[src/rtl/display_scan.sv]
// rtl/display_scan.sv - time-multiplexed hex digit scanner feeding a 7-segment decoder
// Registered outputs, one digit per DIV-cycle dwell, first GUARD cycles dark.
module display_scan #(
   parameter int DIGITS = 4,
   parameter int DIV    = 50000,
   parameter int GUARD  = 2
) (
   input  logic                  clock,
   input  logic                  reset,
   input  logic                  load,
   input  logic [4*DIGITS-1:0]   valor,
   input  logic                  blank_lz,
   output logic [3:0]            digito,
   output logic [DIGITS-1:0]     anodo,
   output logic                  blank
);

   localparam int CW = (DIV > 1) ? $clog2(DIV) : 1;
   localparam int IW = (DIGITS > 1) ? $clog2(DIGITS) : 1;
   localparam logic [CW-1:0] CNT_MAX = CW'(DIV - 1);
   localparam logic [IW-1:0] IDX_MAX = IW'(DIGITS - 1);

   logic [4*DIGITS-1:0] shadow_q, shadow_d;
   logic [CW-1:0]       cnt_q, cnt_d;
   logic [IW-1:0]       idx_q, idx_d;
   logic [3:0]          digito_q, digito_d;
   logic [DIGITS-1:0]   anodo_q, anodo_d;
   logic                blank_q, blank_d;

   logic                guard;
   logic                lz;
   logic                upper_zero;
   logic [DIGITS-1:0]   anode_sel;

   always_comb begin
      shadow_d = load ? valor : shadow_q;
      cnt_d    = (cnt_q == CNT_MAX) ? '0 : cnt_q + CW'(1);
      idx_d    = idx_q;
      if (cnt_q == CNT_MAX) begin
         idx_d = (idx_q == IDX_MAX) ? '0 : idx_q + IW'(1);
      end
   end

   // Walk from the top nibble down so upper_zero covers positions i..DIGITS-1.
   always_comb begin
      digito_d   = 4'h0;
      anode_sel  = '1;
      upper_zero = 1'b1;
      lz         = 1'b0;
      for (int i = DIGITS - 1; i >= 0; i--) begin
         upper_zero = upper_zero & (shadow_q[4*i +: 4] == 4'h0);
         if (idx_q == IW'(i)) begin
            digito_d     = shadow_q[4*i +: 4];
            anode_sel[i] = 1'b0;
            if (i != 0) begin
               lz = blank_lz & upper_zero;
            end
         end
      end
      guard   = (32'(cnt_q) < 32'(GUARD));
      blank_d = guard | lz;
      anodo_d = blank_d ? '1 : anode_sel;
   end

   always_ff @(posedge clock) begin
      if (reset) begin
         shadow_q <= '0;
         cnt_q    <= '0;
         idx_q    <= '0;
         digito_q <= 4'h0;
         anodo_q  <= '1;
         blank_q  <= 1'b1;
      end else begin
         shadow_q <= shadow_d;
         cnt_q    <= cnt_d;
         idx_q    <= idx_d;
         digito_q <= digito_d;
         anodo_q  <= anodo_d;
         blank_q  <= blank_d;
      end
   end

   assign digito = digito_q;
   assign anodo  = anodo_q;
   assign blank  = blank_q;

endmodule

[config.mk]
export PLATFORM = sky130hd
export DESIGN_NAME = display_scan
export DESIGN_NICKNAME = d
export VERILOG_FILES = /design/src/rtl/display_scan.sv
export SDC_FILE = /design/constraint.sdc
export NUM_CORES = 1
export LEC_CHECK = 0
export ABC_AREA = 1
export ABC_CLOCK_PERIOD_IN_PS = 1700
export CORE_MARGIN = 2
export CORE_UTILIZATION = 40
export CTS_CLUSTER_SIZE = 12
export DETAILED_ROUTE_END_ITERATION = 8
export HOLD_SLACK_MARGIN = 0.03
export PLACE_DENSITY = 0.65
export SLEW_MARGIN = 0
export SYNTH_ARGS = -nofsm -noshare
export SYNTH_HDL_FRONTEND = slang
export SYNTH_SLANG_ARGS = --single-unit
[constraint.sdc]
create_clock -name clock -period 1.7 [get_ports clock]
set_input_delay 0.34 -clock clock [delete_from_list [all_inputs] [get_ports clock]]
set_output_delay 0.34 -clock clock [all_outputs]
set_load 0.005 [all_outputs]
==> results of run 1 <==
-- per-layer routing --
layer,GRT usage [%],vias to the layer above
li1,-,986
met1,21.66,816
met2,28.32,29
met3,4.607,4
met4,5.357,0
met5,0,-
-- synth_stat cells --
master and n:
a21oi_1 17, a31oi_1 1, buf_2 1, buf_8 1, clkbuf_1 4, clkinv_1 2
dfxtp_1 43, ha_1 5, inv_1 26, inv_2 1, nand2_1 54, nand2_2 1
nand2_4 1, nand3_1 19, nand4_1 6, nor2_1 74, nor2_4 1, o211ai_1 4
o21ai_0 23, xnor2_1 4, xor2_1 1
-- cells in the final DEF, fill, tap and decap left out, drive strengths merged --
cell type and n:
nand3 19, dfxtp 43, buf 4, inv 27
nand2 56, bufinv 1, clkbuf 6, nand4 6
xnor2 4, nor2 75, o211ai 4, a31oi 1
a21oi 17, clkinv 2, o21ai 23, xor2 1
clkdlybuf4s50 28, ha 5
-- worst paths after layout --
| kind | slack, ns | endpoint | startpoint |
|---|---|---|---|
| max | 0.21 | anodo[3]$_SDFF_PP1_ | idx_q[1]$_SDFFE_PP0P_ |
| min | 0.46 | cnt_q[0]$_SDFF_PP0_ | cnt_q[0]$_SDFF_PP0_ |
| max reg2reg | 0.21 | anodo[3]$_SDFF_PP1_ | idx_q[1]$_SDFFE_PP0P_ |
| min reg2reg | 0.46 | cnt_q[0]$_SDFF_PP0_ | cnt_q[0]$_SDFF_PP0_ |
-- cell families after synthesis --
| family | Yosys count |
|---|---|
| buffers and inverters | 35 |
| flip-flops | 43 |
| AND/OR/NAND/NOR | 156 |
| XOR/XNOR | 5 |
| adder cells (fa/ha/maj) | 5 |
| AO/OA/AOI/OAI | 45 |
-- per-stage QoR --
step                instance area [um^2]  setup WS [ns]
floorplan                           1989         0.3544
global placement                    2349         0.2465
detailed placement                  2349         0.2282
CTS                                 2451         0.2080
global route                        2451        0.05487
finish                              2451         0.2143
-- power breakdown --
| part | internal, mW | switching (mW) |
|---|---|---|
| Clock | 0.431 | 0.330 |
| Combinational | 0.0912 | 0.0744 |
| Sequential | 1.05 | 0.0250 |
-- cell type report --
| class | count | area, um^2 | area share (%) |
|---|---|---|---|
| clock buffer | 6 | 72.57 | 2.961 |
| clock inverter | 1 | 30.03 | 1.225 |
| inverter | 29 | 108.9 | 4.441 |
| multi-input combinational | 211 | 984.7 | 40.17 |
| sequential | 43 | 860.8 | 35.12 |
| tap | 67 | 83.83 | 3.420 |
| timing repair buffer | 32 | 310.3 | 12.66 |
-- registers in the layout, indices dropped and copies added (netlist names) --
register / cells
cnt_q: 16
anodo: 4
blank: 1
digito: 4
shadow_q: 16
idx_q: 2
==> flow_metrics.py, run 1 <==
metrics = {
    "floorplan": {
        "die_x_um": 74.53,
        "rows": 25,
        "core_um2": 4755,
        "io-pin-count": 29,
        "die-area_um2": 5554,
        "start_util_pct": 41.84,
        "die_h_um": 74.53,
    },
    "placed_design": {
        "io_buffers": 28,
        "place_inst": 382,
        "dpl.hpwl_um": 3173,
        "gp_congestion": 0.8210,
    },
    "global_route": {
        "grtUsageTotal_pct": 17.06,
        "grt_pass1_vias": 1671,
        "grt_pass1_wl_um": 7279,
        "antenna_found_initial": 0,
        "grt_max_degree": 21,
        "grt.overflow.total": 0,
    },
    "worst_setup_path": {
        "critPathTopFamily": "simple AND/OR/NAND/NOR gates",
        "r2r_cells": 7,
        "path_depth": 7,
        "path_class": "reg -> reg",
        "cp_slowest_cell": "dfxtp_1",
        "crit_fanout": 7,
        "cp-end-kind": "register",
        "cp_data_arrival_time_ns": 1.71,
        "crit_path_cell_trace": "inv_1, ha_1, inv_1, nand2_1, nand2_1, nand4_1, nand3_1",
        "crit_path_start_kind": "register",
        "required_ns": 1.93,
        "cp_slowest_stage_delay_ns": 0.39,
        "path_buf_inv": 2,
    },
    "sta": {
        "fin_crit_ns": 1.486,
        "fmax_mhz": 673.1,
        "fin_crit_sh_pct": 87.39,
        "clock_skew_ns": 0.002689,
        "tightest_slew_ns": 0.4580,
        "whs_ns": 0.4629,
        "timing.final.max_slew_violations": 0,
        "hold_violations": 0,
        "rsz0062_at_grt": "false",
        "setup_viol_count_final": 0,
        "final.setup.tns_ns": 0,
        "slew_headroom_pct": 69.47,
    },
    "route": {
        "top_layer": "met4",
        "wl_per_cell_um": 10.80,
        "routed_wirelength_um": 4203,
        "met1_length_um": 2021,
        "first_pass_iters": 4,
        "detail-route-antenna-nets": 0,
        "dr_wl_met2_um": 1991,
        "dr_total_vias": 1835,
        "wl_met3_um": 152,
        "drc": 0,
        "drt_iter0_drc": 95,
        "via_per_inst": 4.717,
    },
    "cells_and_area": {
        "n_antenna_cell": 0,
        "drive_gt1_share_pct": 4.348,
        "area_growth_pct": 23.21,
        "fin_cells": 389,
        "fin_nets": 347,
        "filler_cell_count": 497,
        "utilization_pct": 51.55,
    },
    "clocking": {
        "cts-resized-gates": 0,
        "h-tree-depth": 2,
        "cts_tree": "done",
        "cts_root_buffer": "clkbuf_8",
        "cts.sinks": 43,
        "clockBufferDepth": 2,
        "path_clk_slew_ns": 0.08,
        "numCtsBuffers": 5,
        "cts_hold_buf": 0,
        "post-cts-setup-buffers": 0,
        "clock_latency_ns": 0.29,
    },
    "yosys": {
        "netlist_instances": 289,
        "synth-simple-area-share_pct": 32.26,
        "ys_seq_area_share_pct": 43.27,
        "ys_ff_latch": 43,
        "synth_compound_area_share_pct": 11.89,
        "yosys_warnings": 0,
        "synth_xor_xnor_area_share_pct": 2.201,
        "syn_nets": 314,
        "yosys.area.top_type": "dfxtp_1",
        "synth.area.mux_share_pct": 0,
        "synth_fa_ha_area_share_pct": 3.145,
        "synth_top_family_by_area": "simple AND/OR/NAND/NOR gates",
        "synth.area.top_cells": "dfxtp_1 43%, nor2_1 14%, nand2_1 10%, o21ai_0 5.8%, inv_1 4.9%",
        "synth_top_area_share_pct": 43.27,
        "synth_area_um2": 1989,
        "synth_cell_type_count": 21,
        "avgSynthCellArea_um2": 6.884,
    },
    "min_path": {
        "hp-class": "reg -> reg",
        "hold_depth": 1,
    },
    "pwr": {
        "power_density_nw_per_um2": 815.6,
        "power.leakage_nw": 0.9791,
        "power_mw": 1.999,
        "peakVddDrop_mv": 0.4670,
    },
    "status": {
        "outcome": "finished, final reports clean",
    },
    "job": {
        "cap_violations": 0,
    },
}
(Power assumes the default switching activity.)
==> run 2: changes to the inputs <==
Settings changed: ABC_CLOCK_PERIOD_IN_PS 1700 to 1800.
Clock period 1.7 ns to 1.8 ns, I/O delays scaled along.
==> flow_metrics.py, run 2 (same netlist as run 1, synthesis figures left out) <==
metrics = {
    "status": {
        "outcome": "finished, final reports clean",
    },
    "sta": {
        "fmax_mhz": 665.4,
        "timing.final.max_slew_violations": 0,
        "fin_crit_ns": 1.503,
        "hold_violations": 0,
        "layout_setup_ws_ns": 0.2971,
        "clock_skew_ns": 0.002978,
        "setup_viol_count_final": 0,
        "whs_ns": 0.4690,
        "slew_headroom_pct": 71.39,
        "fin_crit_sh_pct": 83.50,
        "rsz0062_at_grt": "false",
        "final.setup.tns_ns": 0,
        "tightest_slew_ns": 0.4291,
    },
    "floorplan": {
        "rows": 25,
        "start_util_pct": 41.84,
        "die-area_um2": 5554,
        "die_h_um": 74.53,
        "die_x_um": 74.53,
        "io-pin-count": 29,
        "core_um2": 4755,
    },
    "route": {
        "wl_per_cell_um": 10.76,
        "detail-route-antenna-nets": 0,
        "drc": 0,
        "drt_iter0_drc": 90,
        "via_per_inst": 4.763,
        "routed_wirelength_um": 4187,
        "dr_total_vias": 1853,
        "first_pass_iters": 4,
    },
    "clocking": {
        "cts-resized-gates": 0,
        "path_clk_slew_ns": 0.08,
        "cts.sinks": 43,
        "h-tree-depth": 2,
        "cts_hold_buf": 0,
        "post-cts-setup-buffers": 0,
        "cts_root_buffer": "clkbuf_8",
        "cts_tree": "done",
        "clock_latency_ns": 0.30,
        "clockBufferDepth": 2,
        "numCtsBuffers": 5,
    },
    "worst_setup_path": {
        "path_class": "reg -> out",
        "crit_path_cell_trace": "clkdlybuf4s50_1",
        "crit_path_start_kind": "register",
        "critPathTopFamily": "buffers and inverters",
        "path_buf_inv": 1,
        "r2r_start": "idx_q[0]$_SDFFE_PP0P_",
        "cp_slowest_stage_delay_ns": 0.50,
        "cp-end-kind": "output pin",
        "required_ns": 1.44,
        "cp_slowest_cell": "clkdlybuf4s50_1",
        "reg2reg_to": "anodo[0]$_SDFF_PP1_",
        "r2r_cells": 7,
        "crit_fanout": 1,
        "r2r_setup_slack_ns": 0.32,
        "cp_data_arrival_time_ns": 1.14,
    },
    "cells_and_area": {
        "reg_top3": "cnt_q x16, shadow_q x16",
        "layout_commonest_cell": "nor2_1",
        "final_cell_mix": "74 x nor2_1, 54 x nand2_1, 43 x dfxtp_1, 28 x clkdlybuf4s50_1, 26 x inv_1",
        "fin_nets": 346,
        "filler_cell_count": 486,
        "fin_cells": 389,
        "area_growth_pct": 22.64,
        "n_antenna_cell": 0,
        "design_area_um2": 2440,
        "utilization_pct": 51.32,
        "drive_gt1_share_pct": 4.658,
        "regArea_um2": 860.8,
        "multi_input_area_um2": 984.7,
    },
    "global_route": {
        "globalRouteMet2Util_pct": 28.22,
        "met1_usage_pct": 20.50,
        "antenna_found_initial": 0,
        "grt_pass1_wl_um": 7203,
        "grt_pass1_vias": 1706,
        "grtUsageTotal_pct": 16.90,
        "busiest_layer": "met2",
        "grt_max_degree": 24,
        "grt.overflow.total": 0,
        "globalRouteMet3Util_pct": 3.659,
    },
    "pwr": {
        "power.leakage_nw": 0.9704,
        "power_density_nw_per_um2": 745.3,
        "power_mw": 1.818,
        "peakVddDrop_mv": 0.3096,
    },
    "min_path": {
        "min_from": "cnt_q[0]$_SDFF_PP0_",
        "min_to": "cnt_q[0]$_SDFF_PP0_",
        "hold_depth": 1,
        "hp-class": "reg -> reg",
    },
    "job": {
        "cap_violations": 0,
    },
    "placed_design": {
        "place_area_um2": 2341,
        "dpl.hpwl_um": 3169,
        "place_inst": 381,
        "pre_cts_ws_ns": 0.3072,
        "gp_congestion": 0.8221,
        "io_buffers": 28,
    },
}
[run 2: worst max path at each step]
| stage | startpoint | end | slack (ns) | cells past startpoint |
|---|---|---|---|---|
| global route | idx_q[0]$_SDFFE_PP0P_ | anodo[1]$_SDFF_PP1_ | 0.1 | 7 |
| floorplan | cnt_q[0]$_SDFF_PP0_ | cnt_q[8]$_SDFF_PP0_ | 0.45 | 9 |
| detailed placement | reset | cnt_q[14]$_SDFF_PP0_ | 0.31 | 5 |
| global placement | reset | cnt_q[8]$_SDFF_PP0_ | 0.32 | 5 |
| finish | digito[0]$_SDFF_PP0_ | digito[0] | 0.30 | 1 |
| CTS | digito[0]$_SDFF_PP0_ | digito[0] | 0.29 | 1 |
[run 2: routing by layer]
metal	routed length, um	up-vias
li1	-	983
met1	1973	830
met2	2001	31
met3	149	9
met4	62	0
met5	0	-
[run 2: final cells by class]
type,count,share of cell area (%)
flip-flops and latches,43,35.28
clock inverters,2,0.6667
well taps,67,3.436
multi-input cells,211,40.36
repair buffers,31,12.41
clock buffers,6,3.385
inverters,29,4.462
[run 2: report_power, final]
group	total (mW)	internal, mW	switching, mW
combinational	0.154	0.0845	0.0694
clock	0.652	0.313	0.339
sequential	1.01	0.989	0.0235
